### src/rtl/mem_pkg.sv
`default_nettype none
// ============================================================================
// Module   : mem_pkg
// Brief    : Load/store control codes, MEM-stage FSM state encoding and the
//            sub-word store lane-merge helper shared by the memory access unit.
// Revision : 1.0  initial release
// ============================================================================
package mem_pkg;

  // Load codes from decode
  localparam logic [2:0] LD_LB  = 3'b000;
  localparam logic [2:0] LD_LBU = 3'b001;
  localparam logic [2:0] LD_LH  = 3'b010;
  localparam logic [2:0] LD_LHU = 3'b011;
  localparam logic [2:0] LD_LW  = 3'b100;

  // Store codes from decode
  localparam logic [1:0] ST_SB = 2'b00;
  localparam logic [1:0] ST_SH = 2'b01;
  localparam logic [1:0] ST_SW = 2'b10;

  // FSM state encoding
  localparam int         STATE_W  = 3;
  localparam logic [2:0] S_IDLE   = 3'd0;
  localparam logic [2:0] S_RD     = 3'd1;
  localparam logic [2:0] S_RMW_RD = 3'd2;
  localparam logic [2:0] S_WR     = 3'd3;
  localparam logic [2:0] S_DONE   = 3'd4;

  // Insert the low byte/half of data into the addressed lane(s) of word.
  // Any code other than sb/sh replaces the whole word.
  function automatic logic [31:0] lane_merge(input logic [31:0] word,
                                             input logic [31:0] data,
                                             input logic [1:0]  store,
                                             input logic [1:0]  offset);
    logic [31:0] merged;
    merged = word;
    case (store)
      ST_SB: begin
        case (offset)
          2'd0:    merged[7:0]   = data[7:0];
          2'd1:    merged[15:8]  = data[7:0];
          2'd2:    merged[23:16] = data[7:0];
          default: merged[31:24] = data[7:0];
        endcase
      end
      ST_SH: begin
        if (offset[1]) merged[31:16] = data[15:0];
        else           merged[15:0]  = data[15:0];
      end
      default: merged = data;
    endcase
    return merged;
  endfunction

endpackage
`default_nettype wire

### src/rtl/mem_load_align.sv
`default_nettype none
// ============================================================================
// Module   : mem_load_align
// Brief    : Combinational load extractor: selects the addressed byte/half
//            lane of a little-endian word and sign/zero extends it.
// Revision : 1.0  initial release
// ============================================================================
module mem_load_align
  import mem_pkg::*;
(
  input  logic [31:0] word,
  input  logic [1:0]  offset,
  input  logic [2:0]  load,
  output logic [31:0] result
);

  logic [7:0]  w_byte;
  logic [15:0] w_half;

  // Lane selection and extension; undefined load codes return the full word
  always_comb begin
    case (offset)
      2'd0:    w_byte = word[7:0];
      2'd1:    w_byte = word[15:8];
      2'd2:    w_byte = word[23:16];
      default: w_byte = word[31:24];
    endcase
    w_half = offset[1] ? word[31:16] : word[15:0];
    case (load)
      LD_LB:   result = {{24{w_byte[7]}}, w_byte};
      LD_LBU:  result = {24'h000000, w_byte};
      LD_LH:   result = {{16{w_half[15]}}, w_half};
      LD_LHU:  result = {16'h0000, w_half};
      default: result = word;
    endcase
  end

endmodule
`default_nettype wire

### src/rtl/mem_access_unit.sv
`default_nettype none
// ============================================================================
// Module   : mem_access_unit
// Brief    : MEM-stage load/store executor on a word-wide req/ack bus.
//            Sub-word stores are done as read-modify-write; the pipeline is
//            stalled until the access completes.
//            Optional macro MEM_ALIGN_CHECK_EN adds misalignment trapping
//            and the align_err output.
// Revision : 1.0  initial release
// ============================================================================
module mem_access_unit
  import mem_pkg::*;
#(
  parameter int ADDR_W = 32
) (
  input  logic              clk,
  input  logic              rst,
  input  logic              mem_rd,
  input  logic              mem_wt,
  input  logic [2:0]        load,
  input  logic [1:0]        store,
  input  logic [ADDR_W-1:0] addr,
  input  logic [31:0]       wdata,
  output logic [31:0]       load_data,
  output logic              stall,
  output logic              bus_req,
  output logic              bus_we,
  output logic [ADDR_W-1:0] bus_addr,
  output logic [31:0]       bus_wdata,
  input  logic [31:0]       bus_rdata,
  input  logic              bus_ack
`ifdef MEM_ALIGN_CHECK_EN
  ,
  output logic              align_err
`endif
);

  logic [STATE_W-1:0] r_state;
  logic [STATE_W-1:0] w_next_state;
  logic               r_bus_req;
  logic               r_bus_we;
  logic [ADDR_W-1:0]  r_bus_addr;
  logic [31:0]        r_bus_wdata;
  logic [31:0]        r_load_data;
  logic [2:0]         r_load;
  logic [1:0]         r_store;
  logic [1:0]         r_offset;
  logic [31:0]        w_load_ext;
  logic               w_ack;
  logic               w_is_sw;
  logic               w_misaligned;

  // Undefined store codes are treated as full-word stores
  assign w_is_sw = (store != ST_SB) && (store != ST_SH);
  // An ack only counts while a request is actually outstanding
  assign w_ack   = bus_ack & r_bus_req;

`ifdef MEM_ALIGN_CHECK_EN
  logic r_align_err;
  logic w_is_lw;
  assign w_is_lw = (load != LD_LB) && (load != LD_LBU) &&
                   (load != LD_LH) && (load != LD_LHU);
  // Write takes priority, so only the winning access is alignment-checked
  assign w_misaligned = mem_wt ?
      (((store == ST_SH) & addr[0]) | (w_is_sw & (addr[1:0] != 2'b00))) :
      ((((load == LD_LH) | (load == LD_LHU)) & addr[0]) |
       (w_is_lw & (addr[1:0] != 2'b00)));
`else
  assign w_misaligned = 1'b0;
`endif

  mem_load_align u_load_align (
    .word   (bus_rdata),
    .offset (r_offset),
    .load   (r_load),
    .result (w_load_ext)
  );

  // State register
  always_ff @(posedge clk) begin
    if (rst) r_state <= S_IDLE;
    else     r_state <= w_next_state;
  end

  // Next-state logic; a simultaneous read and write request resolves to the write
  always_comb begin
    w_next_state = r_state;
    case (r_state)
      S_IDLE: begin
        if (mem_wt)      w_next_state = w_misaligned ? S_DONE : (w_is_sw ? S_WR : S_RMW_RD);
        else if (mem_rd) w_next_state = w_misaligned ? S_DONE : S_RD;
      end
      S_RD:     if (w_ack) w_next_state = S_DONE;
      S_RMW_RD: if (w_ack) w_next_state = S_WR;
      S_WR:     if (w_ack) w_next_state = S_DONE;
      default:  w_next_state = S_IDLE;
    endcase
  end

  // Stall holds the pipeline from the request cycle until DONE
  always_comb begin
    stall = ((r_state == S_IDLE) & (mem_rd | mem_wt)) |
            (r_state == S_RD) | (r_state == S_RMW_RD) | (r_state == S_WR);
  end

  // Bus registers, request latching, load capture and store merge
  always_ff @(posedge clk) begin
    if (rst) begin
      r_bus_req   <= 1'b0;
      r_bus_we    <= 1'b0;
      r_bus_addr  <= '0;
      r_bus_wdata <= '0;
      r_load_data <= '0;
      r_load      <= LD_LW;
      r_store     <= ST_SW;
      r_offset    <= 2'b00;
    end else begin
      case (r_state)
        S_IDLE: begin
          if ((w_next_state == S_RD) || (w_next_state == S_RMW_RD) || (w_next_state == S_WR)) begin
            r_bus_req   <= 1'b1;
            r_bus_we    <= (w_next_state == S_WR);
            r_bus_addr  <= {addr[ADDR_W-1:2], 2'b00};
            r_bus_wdata <= wdata;
            r_load      <= load;
            r_store     <= store;
            r_offset    <= addr[1:0];
          end else if (w_next_state == S_DONE) begin
            r_load_data <= '0;
          end
        end
        S_RD: begin
          if (w_ack) begin
            r_bus_req   <= 1'b0;
            r_load_data <= w_load_ext;
          end
        end
        S_RMW_RD: begin
          // Drop the request for one cycle while the merged word is set up
          if (w_ack) begin
            r_bus_req   <= 1'b0;
            r_bus_we    <= 1'b1;
            r_bus_wdata <= lane_merge(bus_rdata, r_bus_wdata, r_store, r_offset);
          end
        end
        S_WR: begin
          if (w_ack)           r_bus_req <= 1'b0;
          else if (!r_bus_req) r_bus_req <= 1'b1;
        end
        default: ;
      endcase
    end
  end

`ifdef MEM_ALIGN_CHECK_EN
  // Remember whether the access was trapped so the flag shows only in DONE
  always_ff @(posedge clk) begin
    if (rst)                  r_align_err <= 1'b0;
    else if (r_state == S_IDLE) r_align_err <= (w_next_state == S_DONE);
  end

  assign align_err = (r_state == S_DONE) & r_align_err;
`endif

  assign bus_req   = r_bus_req;
  assign bus_we    = r_bus_we;
  assign bus_addr  = r_bus_addr;
  assign bus_wdata = r_bus_wdata;
  assign load_data = r_load_data;

endmodule
`default_nettype wire

### config.mk
export PLATFORM = sky130hd
export DESIGN_NAME = mem_access_unit
export DESIGN_NICKNAME = d
export VERILOG_FILES = /design/src/rtl/mem_pkg.sv /design/src/rtl/mem_load_align.sv /design/src/rtl/mem_access_unit.sv
export SDC_FILE = /design/constraint.sdc
export NUM_CORES = 1
export LEC_CHECK = 0
export ABC_AREA = 1
export CAP_MARGIN = 20
export CORE_MARGIN = 8
export CORE_UTILIZATION = 46
export DETAILED_ROUTE_END_ITERATION = 6
export PLACE_DENSITY = 0.9
export SYNTH_ARGS = -nofsm -noshare
export SYNTH_HDL_FRONTEND = slang
export SYNTH_HIERARCHICAL = 1
export SYNTH_SLANG_ARGS = --single-unit
export TNS_END_PERCENT = 20
### constraint.sdc
create_clock -name clk -period 1.8 [get_ports clk]
set_input_delay 0.54 -clock clk [delete_from_list [all_inputs] [get_ports clk]]
set_output_delay 0.54 -clock clk [all_outputs]
set_load 0.005 [all_outputs]
==> impl_metrics.json <==
{
  "fin_util_pct": 69.6,
  "tightest_slew_ns": 0.689,
  "synth_top_area_share_pct": 36.1,
  "first_pass_iters": 5,
  "synth_mux_area_share_pct": 0,
  "route.detailed.drc": 0,
  "grt_antenna_before_repair": 0,
  "p_leak_nw": 3.93,
  "dp_hpwl_um": 16100,
  "synthSimpleGateAreaFrac_pct": 39.6,
  "worstReg2RegEnd": "bus_wdata[23]$_SDFFE_PP0P_",
  "placementRows": 41,
  "grt_max_degree": 40,
  "seqPwrFrac_pct": 34.4,
  "ant_nets": 0,
  "p_comb_share_pct": 40.5,
  "chipWidth_um": 129,
  "area_delta_synth_final_pct": 48.7,
  "clockBufferDepth": 2,
  "switching_share_pct": 35.4,
  "ys_seq_area_share_pct": 36.1,
  "root_buffer": "clkbuf_16",
  "synthTopCellsByArea": "dfxtp_1 36%, nand2_1 22%, nand3_1 8.8%, a21oi_1 7.1%, nor2_1 4.3%",
  "ys_warn_count": 6,
  "setup-violations-final": 0,
  "critPathArrivalTime_ns": 1.24,
  "crit_path_max_incr_delay_ns": 0.52,
  "place.gp.congestion": 0.981,
  "avgViaCountPerCell": 5.33,
  "drv_cap": 0,
  "cp_num_buf_inv": 1,
  "syn-instance-count": 924,
  "p_per_area_mw_per_mm2": 960,
  "clkLatencyLatePin_ns": 0.35,
  "cp_cell_sequence": "clkdlybuf4s50_1",
  "holdPathStages": 2,
  "nets": 1240,
  "first_global_vias": 6742,
  "port_buffers": 202,
  "cts_tree": "built",
  "period_share_pct": 99.0,
  "overflow": 0,
  "yosysUniqueCellTypes": 31,
  "fmax_ghz": 0.561,
  "cp-start-kind": "flop",
  "r2r_cells": 9,
  "p_clk_share_pct": 25.2,
  "cts.sinks": 106,
  "maxSlewViolCount": 0,
  "synthAdderAreaFrac_pct": 0,
  "hp-class": "flop to flop",
  "finalNonFillerCells": 1310,
  "hold_viol_final": 0,
  "h-tree-depth": 3,
  "grtUsageTotal_pct": 25.6,
  "fin_tns_setup_ns": 0,
  "dp.cells": 1292,
  "fin_skew_ns": 0.00640,
  "core_area_mm2": 0.0126,
  "min_to": "bus_addr[2]$_SDFFE_PP0P_",
  "drt_iter0_markers": 690,
  "postRouteWirelength_um": 21700,
  "num_vias": 6979,
  "synth_top_family_by_area": "simple AND/OR/NAND/NOR gates",
  "reg2reg_from": "r_state[0]$_SDFF_PP0_",
  "synth.largest_area_cell": "dfxtp_1",
  "switchingPower_mw": 2.97,
  "grt_pass1_wl_um": 33800,
  "num_antenna_cells": 0,
  "syn-cell-area_mm2": 0.00588,
  "max_slew_margin_pct": 53.9,
  "die-area_mm2": 0.0167,
  "synth_xor_area_share_pct": 0,
  "worst_setup_path_end_kind": "output pin",
  "critical_path_required_ns": 1.26,
  "internal_power_mw": 5.43,
  "total_power_mw": 8.40,
  "drive_above_1_share_pct": 9.84,
  "wl_per_cell_um": 16.6,
  "syn_avg_cell_area_um2": 6.37,
  "ir_drop_v": 0.000627,
  "holdBufCountCts": 0,
  "reg2reg_slack_ns": 0.05,
  "min_from": "bus_addr[2]$_SDFFE_PP0P_",
  "numCtsBuffers": 9,
  "cpMaxStageDelayCell": "clkdlybuf4s50_1",
  "ys_ff_latch": 106,
  "ios": 205,
  "path_max_fanout": 4,
  "die_h_um": 129,
  "crit_family": "buffers and inverters",
  "layout_min_cycle_time_ns": 1.78,
  "worst-setup-path-type": "flop to output pin",
  "outcome": "complete, no violations",
  "clk_pin_slew_ns": 0.07,
  "synth_compound_area_share_pct": 15.2,
  "rsz0062_at_grt": "true",
  "initial_core_util_pct": 46.8
}
==> registers in the layout, indices dropped and copies added, names as in the netlist <==
signal     cells
r_load         3
r_store        2
bus_addr      30
bus_req        1
r_offset       2
bus_wdata     32
r_state        3
bus_we         1
load_data     32
==> synthesized netlist by cell type <==
master	instances
nand2_1	345
dfxtp_1	106
nand3_1	104
a21oi_1	83
nor2_1	68
inv_1	51
o21ai_0	43
o211ai_1	28
buf_2	23
clkbuf_1	20
buf_4	6
buf_6	6
inv_2	6
buf_1	4
nor3_1	4
o21a_1	4
nor2_4	3
nand3_2	2
nand3_4	2
nand4_1	2
nor2_2	2
nor2_8	2
nor3_2	2
conb_1	1
nand2_2	1
nand2_4	1
nand4_4	1
nor3_4	1
o211ai_4	1
o21ai_1	1
or2_4	1
==> routing by layer <==
| layer | vias up | wire (um) | GRT usage [%] |
|---|---|---|---|
| li1 | 3407 | - | - |
| met1 | 3116 | 8040 | 29.2 |
| met2 | 402 | 10000 | 42.1 |
| met3 | 54 | 2950 | 9.82 |
| met4 | 0 | 682 | 10.6 |
| met5 | - | 0 | 0 |
==> stage by stage <==
step           worst slack, ns  cell area, um2  hold slack [ns]
6_report                0.0187            8750            0.466
5_1_grt                -0.0824            8750            0.481
4_1_cts                0.00347            8650            0.466
3_5_place_dp            -0.665            8340            0.455
3_3_place_gp            -0.612            8340            0.450
2_1_floorplan            0.247            5890            0.437
==> repair_timing <==
action	4_1_cts	5_1_grt
cloned	0	1
gates resized for setup	16	26
buffers inserted	1	1
endpoints found under the hold margin	0	0
pin swaps	2	9
endpoints found under the setup margin	16	60
==> worst max path at each step <==
stage	start	endpoint	slack (ns)	depth (start not counted)
2_1_floorplan	bus_ack	bus_wdata[16]$_SDFFE_PP0P_	0.25	9
3_3_place_gp	mem_wt	stall	-0.61	6
3_5_place_dp	mem_wt	stall	-0.67	6
4_1_cts	bus_wdata[8]$_SDFFE_PP0P_	bus_wdata[8]	0.003	1
5_1_grt	bus_rdata[15]	load_data[31]$_SDFFE_PP0P_	-0.08	9
6_report	bus_wdata[0]$_SDFFE_PP0P_	bus_wdata[0]	0.02	1
==> kinds of logic after synthesis <==
logic type,after synthesis
other,1
flip-flops,106
buffers and inverters,116
AND/OR/NAND/NOR,541
AO/OA/AOI/OAI,160
==> cells in the final DEF, fill, tap and decap left out, types with 13 or more instances in the layout <==
| master | Yosys | routed |
|---|---|---|
| a21oi_1 | 83 | 82 |
| buf_12 | 0 | 13 |
| buf_4 | 6 | 39 |
| clkdlybuf4s50_1 | 0 | 183 |
| dfxtp_1 | 106 | 101 |
| inv_1 | 51 | 47 |
| nand2_1 | 345 | 343 |
| nand3_1 | 104 | 102 |
| nor2_1 | 68 | 65 |
| o211ai_1 | 28 | 28 |
| o21ai_0 | 43 | 43 |
==> power groups by stage <==
stage / logic, mW / clock network (mW) / registers, mW
floorplan: 1.77 / 0 / 2.92
global placement: 3.23 / 0 / 2.91
detailed placement: 3.29 / 0 / 2.92
CTS: 3.29 / 2.14 / 2.88
global route: 3.75 / 2.23 / 2.92
finish: 3.40 / 2.12 / 2.89
==> final cells by class <==
cell class,instances,area [um2]
fill,1050,3820
multi-input combinational,704,3280
clock inverter,4,77.6
tap,172,215
timing repair buffer,256,2600
sequential,106,2130
inverter,57,220
clock buffer,11,233
Power figures use the tool's default switching activity.
